**config.mk**
```make
export PLATFORM = sky130hd
export DESIGN_NAME = ascon_enc_sequencer
export DESIGN_NICKNAME = d
export VERILOG_FILES = /design/src/rtl/ascon_enc_sequencer.sv
export SDC_FILE = /design/constraint.sdc
export NUM_CORES = 1
export LEC_CHECK = 0
export CAP_MARGIN = 20
export CELL_PAD_IN_SITES_DETAIL_PLACEMENT = 0
export CELL_PAD_IN_SITES_GLOBAL_PLACEMENT = 1
export CORE_ASPECT_RATIO = 1.1
export CORE_MARGIN = 1.5
export CORE_UTILIZATION = 30
export DETAILED_ROUTE_END_ITERATION = 10
export PLACE_DENSITY = 0.72
export SYNTH_ARGS = -nofsm -noshare
export SYNTH_HDL_FRONTEND = slang
export SYNTH_SLANG_ARGS = --single-unit
```
**constraint.sdc**
```tcl
create_clock -name clk -period 28.7 [get_ports clk]
set_input_delay 2.87 -clock clk [delete_from_list [all_inputs] [get_ports clk]]
set_output_delay 2.87 -clock clk [all_outputs]
set_load 0.01 [all_outputs]
```
**src/rtl/ascon_enc_sequencer.sv**
```systemverilog
`timescale 1ns/1ps
`default_nettype none
// ============================================================================
//  Module  : ascon_enc_sequencer
//  Brief   : Host-side job sequencer for the masked bit-serial Ascon core.
//            Serialises key/nonce/AD/PT with LFSR randomness, starts the
//            core, then deserialises CT and tag back to the host.
//  Revision: 1.0 - initial release
// ============================================================================
module ascon_enc_sequencer #(
    parameter int K        = 128,
    parameter int Y        = 40,
    parameter int L        = 40,
    parameter int START_CY = 3,
    parameter int DRAIN_CY = 4,
    parameter int TIMEOUT  = 4096
) (
    input  logic         clk,
    input  logic         rst,
    input  logic         job_valid,
    output logic         job_ready,
    input  logic [K-1:0] key,
    input  logic [127:0] nonce,
    input  logic [L-1:0] ad,
    input  logic [Y-1:0] pt,
    input  logic [31:0]  seed,
    output logic         res_valid,
    input  logic         res_ready,
    output logic [Y-1:0] ct,
    output logic [127:0] tag,
    output logic         err,
    output logic [2:0]   key_si,
    output logic [2:0]   nonce_si,
    output logic [2:0]   ad_si,
    output logic [2:0]   pt_si,
    output logic [6:0]   r_64_si,
    output logic         r_128_si,
    output logic         r_pt_si,
    output logic         enc_start,
    input  logic         ct_so,
    input  logic         tag_so,
    input  logic         enc_ready
);

    localparam int MAX   = (K > Y) ? ((K > L) ? K : L) : ((Y > L) ? Y : L);
    localparam int RDLEN = (MAX > 128) ? MAX : 128;
    localparam int CW    = $clog2(RDLEN + 1);
    localparam int TW    = $clog2(TIMEOUT + 1);

    localparam logic [CW-1:0] MAX_LAST   = CW'(MAX - 1);
    localparam logic [CW-1:0] START_LAST = CW'(START_CY - 1);
    localparam logic [CW-1:0] DRAIN_LAST = CW'(DRAIN_CY - 1);
    localparam logic [CW-1:0] RD_LAST    = CW'(RDLEN - 1);
    localparam logic [TW-1:0] TO_LAST    = TW'(TIMEOUT - 1);
    localparam logic [31:0]   LFSR_TAPS  = 32'h8020_0003;

    localparam logic [2:0] S_IDLE  = 3'd0;
    localparam logic [2:0] S_LOAD  = 3'd1;
    localparam logic [2:0] S_START = 3'd2;
    localparam logic [2:0] S_WAIT  = 3'd3;
    localparam logic [2:0] S_DRAIN = 3'd4;
    localparam logic [2:0] S_READ  = 3'd5;
    localparam logic [2:0] S_DONE  = 3'd6;

    logic [2:0]    state_q, state_d;
    logic [CW-1:0] cnt_q,   cnt_d;
    logic [TW-1:0] wcnt_q,  wcnt_d;
    logic [31:0]   lfsr_q,  lfsr_d;
    logic [K-1:0]  key_q,   key_d;
    logic [127:0]  nonce_q, nonce_d;
    logic [L-1:0]  ad_q,    ad_d;
    logic [Y-1:0]  pt_q,    pt_d;
    logic [Y-1:0]  ct_q,    ct_d;
    logic [127:0]  tag_q,   tag_d;
    logic          err_q,   err_d;

    // Right-shifting Galois form of x^32+x^22+x^2+x+1
    function automatic logic [31:0] lfsr_next(input logic [31:0] s);
        lfsr_next = s[0] ? ((s >> 1) ^ LFSR_TAPS) : (s >> 1);
    endfunction

    always_ff @(posedge clk or posedge rst) begin
        if (rst) begin
            state_q <= S_IDLE;
            cnt_q   <= '0;
            wcnt_q  <= '0;
            lfsr_q  <= 32'h1;
            key_q   <= '0;
            nonce_q <= '0;
            ad_q    <= '0;
            pt_q    <= '0;
            ct_q    <= '0;
            tag_q   <= '0;
            err_q   <= 1'b0;
        end else begin
            state_q <= state_d;
            cnt_q   <= cnt_d;
            wcnt_q  <= wcnt_d;
            lfsr_q  <= lfsr_d;
            key_q   <= key_d;
            nonce_q <= nonce_d;
            ad_q    <= ad_d;
            pt_q    <= pt_d;
            ct_q    <= ct_d;
            tag_q   <= tag_d;
            err_q   <= err_d;
        end
    end

    always_comb begin
        state_d = state_q;
        cnt_d   = cnt_q;
        wcnt_d  = wcnt_q;
        lfsr_d  = lfsr_q;
        key_d   = key_q;
        nonce_d = nonce_q;
        ad_d    = ad_q;
        pt_d    = pt_q;
        ct_d    = ct_q;
        tag_d   = tag_q;
        err_d   = err_q;
        case (state_q)
            S_IDLE: begin
                if (job_valid) begin
                    key_d   = key;
                    nonce_d = nonce;
                    ad_d    = ad;
                    pt_d    = pt;
                    lfsr_d  = (seed == 32'd0) ? 32'h1 : seed;
                    err_d   = 1'b0;
                    cnt_d   = '0;
                    state_d = S_LOAD;
                end
            end
            S_LOAD: begin
                // Operands shift MSB-first; zeros fill once a short operand runs out
                key_d   = {key_q[K-2:0], 1'b0};
                nonce_d = {nonce_q[126:0], 1'b0};
                ad_d    = {ad_q[L-2:0], 1'b0};
                pt_d    = {pt_q[Y-2:0], 1'b0};
                lfsr_d  = lfsr_next(lfsr_q);
                if (cnt_q == MAX_LAST) begin
                    cnt_d   = '0;
                    state_d = S_START;
                end else begin
                    cnt_d = cnt_q + 1'b1;
                end
            end
            S_START: begin
                if (cnt_q == START_LAST) begin
                    cnt_d   = '0;
                    wcnt_d  = '0;
                    state_d = S_WAIT;
                end else begin
                    cnt_d = cnt_q + 1'b1;
                end
            end
            S_WAIT: begin
                if (enc_ready) begin
                    cnt_d   = '0;
                    state_d = S_DRAIN;
                end else if (wcnt_q == TO_LAST) begin
                    err_d   = 1'b1;
                    ct_d    = '0;
                    tag_d   = '0;
                    state_d = S_DONE;
                end else begin
                    wcnt_d = wcnt_q + 1'b1;
                end
            end
            S_DRAIN: begin
                if (cnt_q == DRAIN_LAST) begin
                    cnt_d   = '0;
                    state_d = S_READ;
                end else begin
                    cnt_d = cnt_q + 1'b1;
                end
            end
            S_READ: begin
                for (int i = 0; i < Y; i++) begin
                    if (cnt_q == CW'(i)) ct_d[i] = ct_so;
                end
                for (int i = 0; i < 128; i++) begin
                    if (cnt_q == CW'(i)) tag_d[i] = tag_so;
                end
                if (cnt_q == RD_LAST) begin
                    cnt_d   = '0;
                    state_d = S_DONE;
                end else begin
                    cnt_d = cnt_q + 1'b1;
                end
            end
            S_DONE: begin
                if (res_ready) state_d = S_IDLE;
            end
            default: state_d = S_IDLE;
        endcase
    end

    always_comb begin
        job_ready = (state_q == S_IDLE);
        res_valid = (state_q == S_DONE);
        enc_start = (state_q == S_START);
        key_si    = 3'b000;
        nonce_si  = 3'b000;
        ad_si     = 3'b000;
        pt_si     = 3'b000;
        r_64_si   = 7'd0;
        r_pt_si   = 1'b0;
        r_128_si  = 1'b0;
        if (state_q == S_LOAD) begin
            key_si   = {lfsr_q[7:6], key_q[K-1]};
            ad_si    = {lfsr_q[5:4], ad_q[L-1]};
            pt_si    = {lfsr_q[3:2], pt_q[Y-1]};
            nonce_si = {lfsr_q[1:0], nonce_q[127]};
            r_64_si  = lfsr_q[14:8];
            r_pt_si  = lfsr_q[15];
            r_128_si = lfsr_q[16];
        end
    end

    assign ct  = ct_q;
    assign tag = tag_q;
    assign err = err_q;

endmodule

`default_nettype wire

```
==> impl_metrics.env <==
export IMPL_drive_gt1_frac=0.0463
export IMPL_grt_max_degree=236
export IMPL_cts_hold_fix_buffers=0
export IMPL_drt_initial_drc_count=1712
export IMPL_fillers=7569
export IMPL_syn_to_final_growth_pct=35.5
export IMPL_clkLatencyLatePin_ps=650
export IMPL_synth_seq_cells=561
export IMPL_synthesis_area_um2=23900
export IMPL_cts_buffers_inserted=61
export IMPL_gp_congestion=0.858
export IMPL_cts_repair_resized=0
export IMPL_hp_class="reg -> reg"
export IMPL_max_cap_violations=0
export IMPL_crit_slowest_cell="buf_4"
export IMPL_critPathBufInv=5
export IMPL_ys_flop_type="dfrtp_1"
export IMPL_hold_viol=0
export IMPL_fmax_mhz=167
export IMPL_setup_worst_path_end_class="async pin"
export IMPL_synthCells=2537
export IMPL_clockRootBuffer="clkbuf_16"
export IMPL_synth_top_area_frac=0.587
export IMPL_grt_pass1_wl_mm=130
export IMPL_cts_tree="yes"
export IMPL_status="finished, final reports clean"
export IMPL_cp_cell_sequence="clkdlybuf4s50_1, inv_8, buf_4, buf_4, buf_4"
export IMPL_slew_viol_final=0
export IMPL_slew_headroom=0.0798
export IMPL_placementRows=108
export IMPL_p_leak_nw=13.0
export IMPL_period_needed_ps=5990
export IMPL_clk_pin_slew_worst_paths_ps=60
export IMPL_cts_sinks=561
export IMPL_vdd_ir_drop_max_mv=0.112
export IMPL_first_pass_iters=7
export IMPL_vias_per_cell=5.22
export IMPL_ant_nets=0
export IMPL_final_nets=3361
export IMPL_dp_cells=3959
export IMPL_wire_per_inst_um=21.4
export IMPL_dp_hpwl_mm=59.4
export IMPL_ys_warn_count=0
export IMPL_reg2reg_slack_ps=24940
export IMPL_fin_tns_setup_ps=0
export IMPL_crit_top_cell="buf_4"
export IMPL_synthTopCellsByArea="dfrtp_1 59%, nor2_1 11%, o22ai_1 8.3%"
export IMPL_track_usage=0.206
export IMPL_portBuffers=567
export IMPL_syn_nets=2917
export IMPL_remaining_drc_errors=0
export IMPL_synth_area_leader_cell="dfrtp_1"
export IMPL_htree_num_levels=2
export IMPL_overflow=0
export IMPL_synthTopCellsByCount="680 x nor2_1, 560 x dfrtp_1, 318 x o22ai_1, 250 x o21ai_0, 120 x clkbuf_1"
export IMPL_first_global_vias=20700
export IMPL_vias=21400
export IMPL_core_area_um2=78800
export IMPL_totalPowerFinal_mw=3.13
export IMPL_critical_path_top_delay_family="buffers and inverters"
export IMPL_dieArea_um2=81300
export IMPL_criticalPathCategory="in -> async"
export IMPL_syn_avg_cell_area_um2=9.41
export IMPL_crit_required_ps=29340
export IMPL_worst_setup_path_start_kind="input port"
export IMPL_synth_edf_count=0
export IMPL_async_flop_share=1.00
export IMPL_io_pins=568
export IMPL_ctsLongestPathBuffers=3
export IMPL_max_slew_worst_pin_slew_ps=1380
export IMPL_setup_violations=0
export IMPL_yosysMostFrequentCell="nor2_1"
export IMPL_slowest_delay_ps=850
export IMPL_cp_max_fo=136
export IMPL_antenna_found_initial=33
export IMPL_power_density_nw_per_um2=96.9
export IMPL_fp_dieW_um=272
export IMPL_period_share=0.209
export IMPL_fin_skew_ps=60.9
export IMPL_fp_dieH_um=299
export IMPL_whs_ps=458
export IMPL_wl_mm=87.5
export IMPL_postCtsSetupBuffers=0
export IMPL_yosysUniqueCellTypes=59
export IMPL_arrival_ps=6630
export IMPL_synth_seq_area_share=0.588
export IMPL_start_util=0.303
export IMPL_rsz0062_at_grt="no"
export IMPL_final_cells=4093
## cell families after synthesis
kind of cell	share of synthesized area
flip-flops	0.588
buffers and inverters	0.0373
adder cells (fa/ha/maj)	0.00262
AND/OR/NAND/NOR	0.163
AO/OA/AOI/OAI	0.208
multiplexers	0.000891
XOR/XNOR	0.000734
## worst register-to-register path: stages, from the launching register on
cell     delay [ps]
dfrtp_1         550
inv_2           170
or3_4           150
buf_12          630
nand2_4         840
buf_12          480
nor2_1          790
nor2_1           70
## routing by layer
metal  wire length (µm)  up-vias  GRT usage
met2              42800      772      0.330
met3               6500      152     0.0522
met1              35500    10500      0.262
met4               2520       18     0.0892
li1                   -     9893          -
met5                108        -          0
## sequential cells by signal (all words and copies together), names as in the netlist
register / cells
err: 1
cnt_q: 8
key_q: 128
tag: 128
ct: 40
wcnt_q: 13
ad_q: 40
lfsr_q: 32
nonce_q: 128
pt_q: 40
state_q: 3
## final timing paths
path / from / to / cells after the start
worst min register to register: pt_q[3] / pt_q[4] / 2
max in group clk: state_q[0] / r_128_si / 5
worst max register to register: state_q[0] / key_q[45] / 7
worst min-delay path: pt_q[3] / pt_q[4] / 2
min in group asynchronous: rst / tag[6] / 2
worst max-delay path: rst / key_q[26] / 5
## placed cells by master (no fill, tap or decap), drive strengths merged, types with 8 or more instances in the layout
| cell | synthesis | routed |
|---|---|---|
| o22ai | 318 | 318 |
| a22oi | 29 | 29 |
| buf | 90 | 25 |
| nor2 | 681 | 681 |
| clkinv | 0 | 12 |
| nand2 | 105 | 105 |
| and2 | 39 | 39 |
| a22o | 53 | 53 |
| nand3 | 16 | 16 |
| dfrtp | 560 | 560 |
| and3 | 8 | 8 |
| nor4 | 15 | 15 |
| inv | 7 | 8 |
| clkdlybuf4s50 | 0 | 567 |
| nor3 | 15 | 15 |
| diode | 0 | 24 |
| o21ai | 269 | 269 |
| a221o | 15 | 15 |
| clkbuf | 121 | 90 |
| nand4 | 9 | 9 |
| a21oi | 100 | 100 |
## through the flow
step                      worst slack [ps]  area, µm²   util
after global placement               21940      30200  0.384
after CTS                            22530      32200  0.409
after floorplan                      10140      23900      -
final                                22710      32300  0.410
after detailed placement             21820      30200  0.384
after global routing                 22080      32300  0.410
## area by class of cell
type | instances | area (µm²) | area share
antenna | 24 | 60.1 | 0.00186
clock buffer | 90 | 1810 | 0.0559
clock inverter | 16 | 176 | 0.00546
inverter | 7 | 33.8 | 0.00104
multi-input combinational | 1758 | 8970 | 0.278
sequential | 561 | 14000 | 0.434
tap | 1045 | 1310 | 0.0404
timing repair buffer | 592 | 5930 | 0.184
## power breakdown
| group | switching [mW] | total (mW) | leakage (nW) | internal [mW] |
|---|---|---|---|---|
| sequential | 0.164 | 1.24 | 6.73 | 1.08 |
| combinational | 0.688 | 1.11 | 5.27 | 0.421 |
| clock | 0.335 | 0.786 | 0.980 | 0.451 |
| total | 1.19 | 3.13 | 13.0 | 1.95 |
No activity file was read; power rests on OpenSTA's default activity.
